==> config.mk <==
export PLATFORM = sky130hd
export DESIGN_NAME = dht11_read_scheduler_flat
export DESIGN_NICKNAME = d
export VERILOG_FILES = /design/src/rtl/dht11_pkg.sv /design/src/rtl/dht11_read_scheduler_if.sv /design/src/rtl/sat_counter.sv /design/src/rtl/dht11_read_scheduler.sv /design/src/flat_wrapper.sv
export SDC_FILE = /design/constraint.sdc
export NUM_CORES = 1
export LEC_CHECK = 0
export ABC_AREA = 1
export CORE_MARGIN = 1
export CORE_UTILIZATION = 43
export DETAILED_ROUTE_END_ITERATION = 7
export SLEW_MARGIN = 20
export SYNTH_ARGS = -nofsm -noshare
export SYNTH_HDL_FRONTEND = slang
export SYNTH_SLANG_ARGS = --single-unit
==> constraint.sdc <==
create_clock -name clk -period 2.2 [get_ports clk]
set_clock_uncertainty 0.15 [all_clocks]
set_input_delay 0.22 -clock clk [delete_from_list [all_inputs] [get_ports clk]]
set_output_delay 0.22 -clock clk [all_outputs]
set_load 0.1 [all_outputs]
==> src/rtl/dht11_pkg.sv <==
// dht11_pkg: shared types and constants for the DHT11 read path.
// Scheduler states, default 50 MHz timing and reader protocol timing.
package dht11_pkg;

  typedef enum logic [2:0] {
    IDLE  = 3'd0,
    ISSUE = 3'd1,
    WAIT  = 3'd2,
    EVAL  = 3'd3,
    RETRY = 3'd4
  } state_t;

  typedef logic [7:0] rd_byte_t;

  localparam int unsigned PERIOD_CYC_DEF  = 150_000_000;
  localparam int unsigned MIN_GAP_CYC_DEF = 100_000_000;
  localparam int unsigned TIMEOUT_CYC_DEF = 2_500_000;
  localparam int unsigned MAX_RETRY_DEF   = 3;
  localparam int unsigned STALE_CYC_DEF   = 500_000_000;

  // Reader front-end timing: 18 ms host start, 40 us release,
  // a high pulse beyond 50 us decodes as '1', 40-bit frame.
  localparam int unsigned START_LOW_CYC = 900_000;
  localparam int unsigned START_REL_CYC = 2_000;
  localparam int unsigned BIT_ONE_CYC   = 2_500;
  localparam int unsigned FRAME_BITS    = 40;

  function automatic int unsigned cnt_w(input int unsigned lim);
    return (lim < 2) ? 1 : $clog2(lim + 1);
  endfunction

endpackage

==> src/rtl/dht11_read_scheduler_if.sv <==
// dht11_read_scheduler_if: launch/complete handshake to the reader.
// master = scheduler, slave = DHT11 bit-level reader.
interface dht11_read_scheduler_if;
  import dht11_pkg::*;

  logic     rd_start;
  logic     rd_busy;
  logic     rd_done;
  logic     rd_ok;
  rd_byte_t rd_hum;
  rd_byte_t rd_temp;

  modport master (
    output rd_start,
    input  rd_busy, rd_done, rd_ok, rd_hum, rd_temp
  );

  modport slave (
    input  rd_start,
    output rd_busy, rd_done, rd_ok, rd_hum, rd_temp
  );
endinterface

==> src/rtl/sat_counter.sv <==
// sat_counter: up-counter with clear, enable and saturation at LIMIT.
// Reset value is a parameter so a counter can start already full.
module sat_counter #(
  parameter int unsigned W       = 8,
  parameter int unsigned LIMIT   = 255,
  parameter int unsigned RST_VAL = 0
) (
  input  logic         clk,
  input  logic         rst,
  input  logic         clr,
  input  logic         en,
  output logic [W-1:0] cnt
);
  localparam logic [W-1:0] LIM  = W'(LIMIT);
  localparam logic [W-1:0] INIT = W'(RST_VAL);

  // Clear wins over count; hold once LIMIT is reached
  always_ff @(posedge clk) begin
    if (!rst)
      cnt <= INIT;
    else if (clr)
      cnt <= '0;
    else if (en && cnt != LIM)
      cnt <= cnt + 1'b1;
  end
endmodule

==> src/rtl/dht11_read_scheduler.sv <==
// dht11_read_scheduler: decides when the DHT11 reader runs, retries
// failures, enforces the sensor rest gap and holds the last good sample.
module dht11_read_scheduler
  import dht11_pkg::*;
#(
  parameter int unsigned PERIOD_CYC  = PERIOD_CYC_DEF,
  parameter int unsigned MIN_GAP_CYC = MIN_GAP_CYC_DEF,
  parameter int unsigned TIMEOUT_CYC = TIMEOUT_CYC_DEF,
  parameter int unsigned MAX_RETRY   = MAX_RETRY_DEF,
  parameter int unsigned STALE_CYC   = STALE_CYC_DEF
) (
  input  logic                    clk,
  input  logic                    rst,
  input  logic                    req_manual,
  dht11_read_scheduler_if.master  rd,
  output logic [7:0]              hum,
  output logic [7:0]              temp,
  output logic                    sample_valid,
  output logic                    new_sample,
  output logic                    stale,
  output logic [7:0]              err_count,
  output logic [2:0]              state_dbg
);
  localparam int unsigned PW = cnt_w(PERIOD_CYC - 1);
  localparam int unsigned GW = cnt_w(MIN_GAP_CYC);
  localparam int unsigned TW = cnt_w(TIMEOUT_CYC - 1);
  localparam int unsigned SW = cnt_w(STALE_CYC);
  localparam int unsigned RW = cnt_w(MAX_RETRY);

  state_t        state;
  logic          pending;
  logic          ok_q;
  logic          start_q;
  logic [RW-1:0] retry;
  logic [PW-1:0] per_cnt;
  logic [GW-1:0] gap_cnt;
  logic [TW-1:0] tmo_cnt;
  logic [SW-1:0] stale_cnt;

  logic tick;
  logic gap_ok;
  logic done_w;
  logic tmo;
  logic good;
  logic bad;

  assign tick   = per_cnt == PW'(PERIOD_CYC - 1);
  assign gap_ok = gap_cnt == GW'(MIN_GAP_CYC);
  assign done_w = (state == WAIT) && rd.rd_done;
  assign tmo    = (state == WAIT) &&
                  (tmo_cnt == TW'(TIMEOUT_CYC - 1));
  assign good   = (state == EVAL) && ok_q;
  assign bad    = (state == EVAL) && !ok_q;

  assign rd.rd_start = start_q;
  assign stale       = stale_cnt == SW'(STALE_CYC);
  assign state_dbg   = state;

  // Free-running read period; the wrap cycle requests a read
  always_ff @(posedge clk) begin
    if (!rst)
      per_cnt <= '0;
    else if (tick)
      per_cnt <= '0;
    else
      per_cnt <= per_cnt + 1'b1;
  end

  sat_counter #(
    .W(GW), .LIMIT(MIN_GAP_CYC), .RST_VAL(MIN_GAP_CYC)
  ) u_gap (
    .clk(clk), .rst(rst),
    .clr(done_w || tmo), .en(1'b1),
    .cnt(gap_cnt)
  );

  sat_counter #(
    .W(TW), .LIMIT(TIMEOUT_CYC - 1), .RST_VAL(0)
  ) u_tmo (
    .clk(clk), .rst(rst),
    .clr(state == ISSUE), .en(state == WAIT),
    .cnt(tmo_cnt)
  );

  sat_counter #(
    .W(SW), .LIMIT(STALE_CYC), .RST_VAL(0)
  ) u_stale (
    .clk(clk), .rst(rst),
    .clr(good), .en(1'b1),
    .cnt(stale_cnt)
  );

  sat_counter #(
    .W(8), .LIMIT(255), .RST_VAL(0)
  ) u_err (
    .clk(clk), .rst(rst),
    .clr(1'b0), .en(bad),
    .cnt(err_count)
  );

  // Read sequencing FSM with registered launch and sample outputs
  always_ff @(posedge clk) begin
    if (!rst) begin
      state        <= IDLE;
      pending      <= 1'b0;
      ok_q         <= 1'b0;
      start_q      <= 1'b0;
      retry        <= '0;
      hum          <= '0;
      temp         <= '0;
      sample_valid <= 1'b0;
      new_sample   <= 1'b0;
    end else begin
      start_q    <= 1'b0;
      new_sample <= 1'b0;
      if (tick || req_manual)
        pending <= 1'b1;
      unique case (state)
        IDLE: begin
          if (pending && gap_ok && !rd.rd_busy) begin
            pending <= 1'b0;
            start_q <= 1'b1;
            state   <= ISSUE;
          end
        end
        ISSUE: state <= WAIT;
        WAIT: begin
          if (rd.rd_done) begin
            ok_q  <= rd.rd_ok;
            state <= EVAL;
            if (rd.rd_ok) begin
              hum          <= rd.rd_hum;
              temp         <= rd.rd_temp;
              sample_valid <= 1'b1;
              new_sample   <= 1'b1;
            end
          end else if (tmo) begin
            ok_q  <= 1'b0;
            state <= EVAL;
          end
        end
        EVAL: begin
          if (ok_q) begin
            retry <= '0;
            state <= IDLE;
          end else if (retry < RW'(MAX_RETRY)) begin
            retry <= retry + 1'b1;
            state <= RETRY;
          end else begin
            retry <= '0;
            state <= IDLE;
          end
        end
        RETRY: begin
          if (gap_ok && !rd.rd_busy) begin
            start_q <= 1'b1;
            state   <= ISSUE;
          end
        end
        default: state <= IDLE;
      endcase
    end
  end
endmodule

==> src/flat_wrapper.sv <==
// flat-port wrapper written by rule: the top's interface ports become plain ports
module dht11_read_scheduler_flat import dht11_pkg::*;
#(
  parameter int unsigned PERIOD_CYC  = PERIOD_CYC_DEF,
  parameter int unsigned MIN_GAP_CYC = MIN_GAP_CYC_DEF,
  parameter int unsigned TIMEOUT_CYC = TIMEOUT_CYC_DEF,
  parameter int unsigned MAX_RETRY   = MAX_RETRY_DEF,
  parameter int unsigned STALE_CYC   = STALE_CYC_DEF
)
  (clk, rst, req_manual, hum, temp, sample_valid, new_sample, stale, err_count, state_dbg, rd_rd_start, rd_rd_busy, rd_rd_done, rd_rd_ok, rd_rd_hum, rd_rd_temp);
  dht11_read_scheduler_if rd_i ();
  input  logic clk;
  input  logic rst;
  input  logic req_manual;
  output logic [7:0] hum;
  output logic [7:0] temp;
  output logic sample_valid;
  output logic new_sample;
  output logic stale;
  output logic [7:0] err_count;
  output logic [2:0] state_dbg;
  output wire logic [$bits(rd_i.rd_start)-1:0] rd_rd_start;
  input wire logic [$bits(rd_i.rd_busy)-1:0] rd_rd_busy;
  input wire logic [$bits(rd_i.rd_done)-1:0] rd_rd_done;
  input wire logic [$bits(rd_i.rd_ok)-1:0] rd_rd_ok;
  input wire logic [$bits(rd_i.rd_hum)-1:0] rd_rd_hum;
  input wire logic [$bits(rd_i.rd_temp)-1:0] rd_rd_temp;
  assign rd_rd_start = rd_i.rd_start;
  assign rd_i.rd_busy = rd_rd_busy;
  assign rd_i.rd_done = rd_rd_done;
  assign rd_i.rd_ok = rd_rd_ok;
  assign rd_i.rd_hum = rd_rd_hum;
  assign rd_i.rd_temp = rd_rd_temp;
  dht11_read_scheduler #(.PERIOD_CYC(PERIOD_CYC), .MIN_GAP_CYC(MIN_GAP_CYC), .TIMEOUT_CYC(TIMEOUT_CYC), .MAX_RETRY(MAX_RETRY), .STALE_CYC(STALE_CYC)) u_core (.clk(clk), .rst(rst), .req_manual(req_manual), .rd(rd_i), .hum(hum), .temp(temp), .sample_valid(sample_valid), .new_sample(new_sample), .stale(stale), .err_count(err_count), .state_dbg(state_dbg));
endmodule
==> metrics.txt, run 1 <==
Multi-input gate area 4060 um2; fin crit period 2.08 ns; NetSw 1520 uW; Die H 134 um; n_diodes 0; commonest non-fill, non-tap cells in the layout nand2_1, nor2_1, dfxtp_1; worst setup path end stale; Core Area 16800 um2; Port Buffer Count 52; synthesized flop and latch total 140; fmax 0.482 GHz; worst r2r src u_core.u_tmo.cnt[0]; Fillers 1696; die width 134 um; clock buffer depth 2; TritonRoute pass-1 iters 5; WP data required 1.83 ns; main combinational cell family by area after synthesis simple AND/OR/NAND/NOR gates; vias post-DR 7086; Gate Count Post-Synth 1146; crit end category output port; area grow syn2layout 17.3%; Post-layout nets 1239; clk sink count 140; Root Buffer clkbuf_16; Initial Utilization 44.7%; Worst Max-Slew Pin Slew 0.482 ns; Power per Cell Area 677 nW/um2; Final ANT Viol Nets 0; # DRC 0; total grt overflow 0; Slew Viols, Final 0; Critical path origin u_core.u_stale.cnt[0]; worst reg2reg path depth 11; Final Hold Viols 0; Adder-Cell Fraction of Synth Area 1.34%; switching fraction of total power 25.6%; Routed wire per std cell 12.6 um; Worst-Skew Late Latency 0.42 ns; initial antenna violation count 0; number of library cell types mapped by synthesis 36; Clock transition at path regs 0.06 ns; Setup TNS Final 0 ns; multiplexer share of the synthesized area 0%; setup slack, reg-to-reg 0.19 ns; H-tree depth 4; combinational share of power 8.4%; gr usage total 21.1%; hpwl dp 13500 um; post-synthesis simple-gate area fraction 40.0%; 1st-iter DRT viols 500; worst relative slew slack 67.6%; CTS tree done; Post-Place Cells 1408; most common cell after layout, fill and taps aside nand2_1; setup violators final 0; share of cells above drive strength 1 9.98%; final instance area 8780 um2; Internal 4420 uW; critical-path maximum fanout 5; maxcap violations 0; P_leak 0.00323 uW; Syn Area/Cell 6.53 um2; Hold Path Class input pin to flip-flop; placed cell area 8170 um2; count of non-filler cells in the finished layout 1442; complex-gate fraction of the synthesized area 8.19%; Clock Power Share 47.1%; Tcrit/Tclk final 94.4%; die area 17900 um2; Worst EP arrival 1.71 ns; Crit Path Class flip-flop to output port; io pins 53; largest net degree at the start of global routing 29; Post-Syn Nets 1176; CTS buffer count 17; vias in the first global route 6453; mapped cell area 7480 um2; Worst setup SP type flip-flop; Seq. cell area 2810 um2; Post-Synth XOR/XNOR Area 4.45%; Avg Vias per Cell 4.91; Cell Rows 47; sequential share of power 44.5%; first-pass GRT wire length 30800 um; status completed; RSZ-0062 raised after global routing false; register area share after synthesis 37.4%; Pwr Total 5950 uW; GP Congestion 0.866; Detailed Route WL 18200 um; peak supply drop 0.576 mV; Yosys Warn Count 0; Crit Reg-Reg Endpoint u_core.u_gap.cnt[15]
==> cell usage after synthesis, drive strengths merged <==
cell	n	area (um2)
nor2	208	813
inv	131	494
nor3	38	213
or2	9	56.3
o21ai	42	210
and3	1	6.26
nor4	5	37.5
o31ai	1	7.51
xor2	24	210
nand4	36	225
buf	13	114
and2	2	12.5
xnor2	14	123
nor3b	1	12.5
dfxtp	140	2800
o21bai	4	30.0
nand3b	9	67.6
nand3	66	345
nand2	312	1200
clkbuf	9	35.0
ha	8	100
a21oi	73	365
==> cell families after synthesis <==
group / count (synthesis)
xor+xnor: 38
buf+inv: 153
fa+ha+maj: 8
flops: 140
compound gates: 120
simple gates: 687
==> area by class of cell <==
class,count,share of cell area (%)
Clock buffer,18,4.89
Clock inverter,14,1.67
Inverter,131,5.63
Multi-Input combinational cell,853,46.2
Sequential cell,140,32.0
Tap cell,220,3.14
Timing Repair Buffer,66,6.47
==> worst max-delay path, cell delays in order (launching register included) <==
cell and delay (ns):
dfxtp_1 0.33, inv_1 0.10, ha_1 0.20, nand3_1 0.09, nor3_1 0.19, and2_4 0.21
buf_12 0.18
==> registers in the layout, indices dropped and copies added, names as in the netlist <==
register / count
u_core.pending: 1
u_core.temp: 8
u_core.hum: 8
u_core.u_err.cnt: 8
u_core.u_stale.cnt: 29
u_core.new_sample: 1
u_core.u_tmo.cnt: 22
u_core.retry: 2
u_core.ok_q: 1
u_core.per_cnt: 28
u_core.sample_valid: 1
u_core.u_gap.cnt: 27
u_core.state_dbg: 3
u_core.rd.rd_start: 1
==> worst min path at each step <==
| stage | startpoint | to | slack (ns) | cells past startpoint |
|---|---|---|---|---|
| after floorplan | rd_rd_busy | u_core.pending | 0.21 | 2 |
| after detailed placement | u_core.retry[1] | u_core.retry[1] | 0.31 | 2 |
| after global placement | u_core.per_cnt[0] | u_core.per_cnt[0] | 0.31 | 1 |
| final | rst | u_core.u_gap.cnt[26] | 0.15 | 3 |
| after CTS | rst | u_core.u_gap.cnt[24] | 0.14 | 3 |
| after global routing | rst | u_core.u_gap.cnt[26] | 0.15 | 3 |
==> stage by stage <==
stage,util [%],setup slack [ns],hold WS [ns]
2_1_floorplan,-,0.0467,0.211
6_report,52.4,0.124,0.148
5_1_grt,52.4,0.00382,0.154
3_5_place_dp,48.7,0.182,0.315
4_1_cts,52.2,0.0689,0.136
3_3_place_gp,48.7,0.242,0.310
==> repair_timing <==
item / 4_1_cts / 5_1_grt
pin swaps: 0 / 1
resized for setup: 1 / 4
hold buffers: 0 / 0
buffers inserted: 0 / 2
setup endpoints to repair: 1 / 4
gates cloned: 0 / 0
==> per-layer routing <==
metal / GRT usage [%] / wire length, um / vias up
li1: - / - / 3787
met1: 28.6 / 8950 / 3188
met2: 33.6 / 8420 / 93
met3: 4.54 / 594 / 18
met4: 5.93 / 208 / 0
met5: 0 / 0 / -
==> power groups by stage <==
stage / Clock, uW / Combinational (uW) / Sequential, uW
6_report: 2800 / 497 / 2650
5_1_grt: 2990 / 551 / 2650
4_1_cts: 2880 / 492 / 2650
3_5_place_dp: 0 / 490 / 2700
3_3_place_gp: 0 / 487 / 2700
2_1_floorplan: 0 / 268 / 2790
Note: power is estimated with default switching activity, not from simulation.
==> inputs of run 2 (changes only) <==
--- a/config.mk
+++ b/config.mk
@@ -7,8 +7,11 @@
 export LEC_CHECK = 0
 export ABC_AREA = 1
 export CORE_MARGIN = 1
-export CORE_UTILIZATION = 43
+export CORE_UTILIZATION = 55
 export DETAILED_ROUTE_END_ITERATION = 7
+export DONT_BUFFER_PORTS = 1
+export GPL_ROUTABILITY_DRIVEN = 0
+export PLACE_DENSITY = 0.7
 export SLEW_MARGIN = 20
 export SYNTH_ARGS = -nofsm -noshare
 export SYNTH_HDL_FRONTEND = slang
==> run 2 against run 1 <==
Effect of this change: core utilization up 13 points; critical endpoint unchanged; largest power group unchanged; fmax up 1.6%; largest cell class unchanged; critical path type unchanged; sequential cell count unchanged; non-clock buffer count down 7; via count up 1.2%; register-to-register slack about the same; highest routed layer unchanged; sequential share of layout area up 0.36 points.
==> metrics.txt, run 2 (synthesis results as in run 1) <==
status completed; n_diodes 0 (unchanged); CTS buffer count 17 (unchanged); P_leak 0.00322 uW (-0.32%); initial antenna violation count 0 (unchanged); crit end category output port; NetSw 1470 uW (-3.3%); setup violators final 0 (unchanged); Die H 119 um (-11%); setup slack, reg-to-reg 0.19 ns (about the same); Hold Path Class input pin to flip-flop; Post CTS Setup Buffer Count 0 (unchanged); Worst-Skew Late Latency 0.42 ns (about the same); Power per Cell Area 687 nW/um2 (+1.4%); io pins 53 (unchanged); Core Area 13200 um2 (-21%); first-pass GRT wire length 30100 um (-2.1%); gr usage total 26.3% (+5.2 points); H-tree depth 4 (unchanged); area grow syn2layout 16.0%; peak supply drop 0.574 mV (-0.36%); clock buffer depth 2 (unchanged); hpwl dp 12700 um (-5.8%); biggest regs u_core.u_stale.cnt: 29 flops, u_core.per_cnt: 28 flops, u_core.u_gap.cnt: 27 flops; vias in the first global route 6553 (+1.5%); fmax 0.489 GHz (+1.6%); die area 14100 um2 (-22%); commonest non-fill, non-tap cells in the layout nand2_1, nor2_1, dfxtp_1; hold wc startpoint rst; # DRC 0 (unchanged); critical-path maximum fanout 5 (unchanged); hold path endpoint u_core.u_err.cnt[0]; Clock transition at path regs 0.06 ns (about the same); combinational share of power 8.1% (-0.3 points); Root Buffer clkbuf_16; fin crit period 2.04 ns (-0.0322 ns); Worst setup SP type flip-flop; Post-Place Cells 1338 (-5.0%); Setup TNS Final 0 ns (unchanged); Final Hold Viols 0 (unchanged); Fillers 1201 (-29%); worst r2r src u_core.u_tmo.cnt[0]; WP data required 1.83 ns (about the same); Crit Path Class flip-flop to output port; Tcrit/Tclk final 92.9% (-1.5 points); Final ANT Viol Nets 0 (unchanged); max reg flops 29 (unchanged); hold path cells 2 (-1); Worst EP arrival 1.67 ns (-0.04 ns); Detailed Route WL 17700 um (-2.7%); 1st-iter DRT viols 516 (+3.2%); largest net degree at the start of global routing 43 (+48%); Port Buffer Count 0 (-100%); most common cell after layout, fill and taps aside nand2_1; share of cells above drive strength 1 9.23% (-0.76 points); CTS tree done; count of non-filler cells in the finished layout 1390 (-3.6%); vias post-DR 7171 (+1.2%); worst relative slew slack 67.9% (+0.29 points); Avg Vias per Cell 5.16 (+5.0%); most flop-heavy register u_core.u_stale.cnt; Worst Max-Slew Pin Slew 0.481 ns (-0.000849 ns); Post-layout nets 1232 (-0.56%); clk sink count 140 (unchanged); Internal 4490 uW (+1.5%); sequential share of power 44.3% (-0.2 points); Clock Power Share 47.6% (+0.5 points); worst reg2reg path depth 10 (-1); maxcap violations 0 (unchanged); Routed wire per std cell 12.7 um (+0.90%); Crit Reg-Reg Endpoint u_core.u_gap.cnt[19]; Slew Viols, Final 0 (unchanged); Cell Rows 42 (-11%); Initial Utilization 56.5% (+12 points); switching fraction of total power 24.7% (-0.92 points); RSZ-0062 raised after global routing false; TritonRoute pass-1 iters 5 (unchanged); die width 119 um (-11%); total grt overflow 0 (unchanged)
run 2: cell count changes in the layout (fill, tap and decap cells not counted), sizes merged:
cell / change
clkdlybuf4s50: -20
clkbuf: +3
clkinv: -2
buf: -7
clkinvlp: -2
dlygate4sd3: +20
run 2: worst max path at each step:
stage / from / end / slack, ns
floorplan: u_core.u_err.cnt[2] / u_core.u_err.cnt[6] / 0.05
global placement: u_core.u_tmo.cnt[0] / u_core.ok_q / 0.22
detailed placement: u_core.u_tmo.cnt[0] / u_core.ok_q / 0.18
CTS: u_core.u_stale.cnt[0] / stale / 0.14
global route: u_core.u_tmo.cnt[0] / u_core.u_gap.cnt[19] / 0.02
finish: u_core.u_stale.cnt[0] / stale / 0.16
run 2: per-stage QoR:
stage                     setup slack (ns)  area [um2]  total power (uW)  util, %  hold slack (ns)
final                                0.156        8680              5960     65.6           0.0328
after CTS                            0.139        8680              6010     65.5           0.0314
after global routing                0.0162        8680              6190     65.6           0.0503
after detailed placement             0.180        7870              3130     59.4            0.155
after global placement               0.216        7870              3130     59.4            0.148
after floorplan                     0.0467        7490              3060        -            0.211
run 2: repair_timing:
action,in CTS,in global routing
hold buffers,21,0
resized for setup,0,1
endpoints found under the hold margin,80,0
endpoints found under the setup margin,0,1
run 2: routing by layer:
metal  wire length [um]  global-route usage (%)  vias up  part of all wire [%]
met3                920                    6.23       16                   5.2
met5                  0                       0        -                     0
met1               8370                    34.4     3219                    47
met2               8230                    43.1      166                    47
met4                150                    7.44        0                  0.85
li1                   -                       -     3770                     -
run 2: critical path, stage by stage (launching register included):
cell     delay (ns)
dfxtp_1        0.33
inv_1          0.10
ha_1           0.19
nand3_1        0.08
nor3_1         0.15
and2_1         0.20
buf_12         0.20
run 2: layout make-up:
cell class	instances	area (um2)	area share, %
sequential	140	2810	32.3
inverter	131	494	5.69
tap	176	220	2.54
clock inverter	10	114	1.31
multi-input combinational	853	4040	46.6
timing repair buffer	59	531	6.11
clock buffer	21	470	5.42
run 2: power by group through the flow:
stage,registers (uW),logic [uW],clock network [uW]
after global routing,2650,537,3000
after detailed placement,2690,440,0
after CTS,2640,485,2880
after floorplan,2790,268,0
after global placement,2690,436,0
final,2640,485,2840
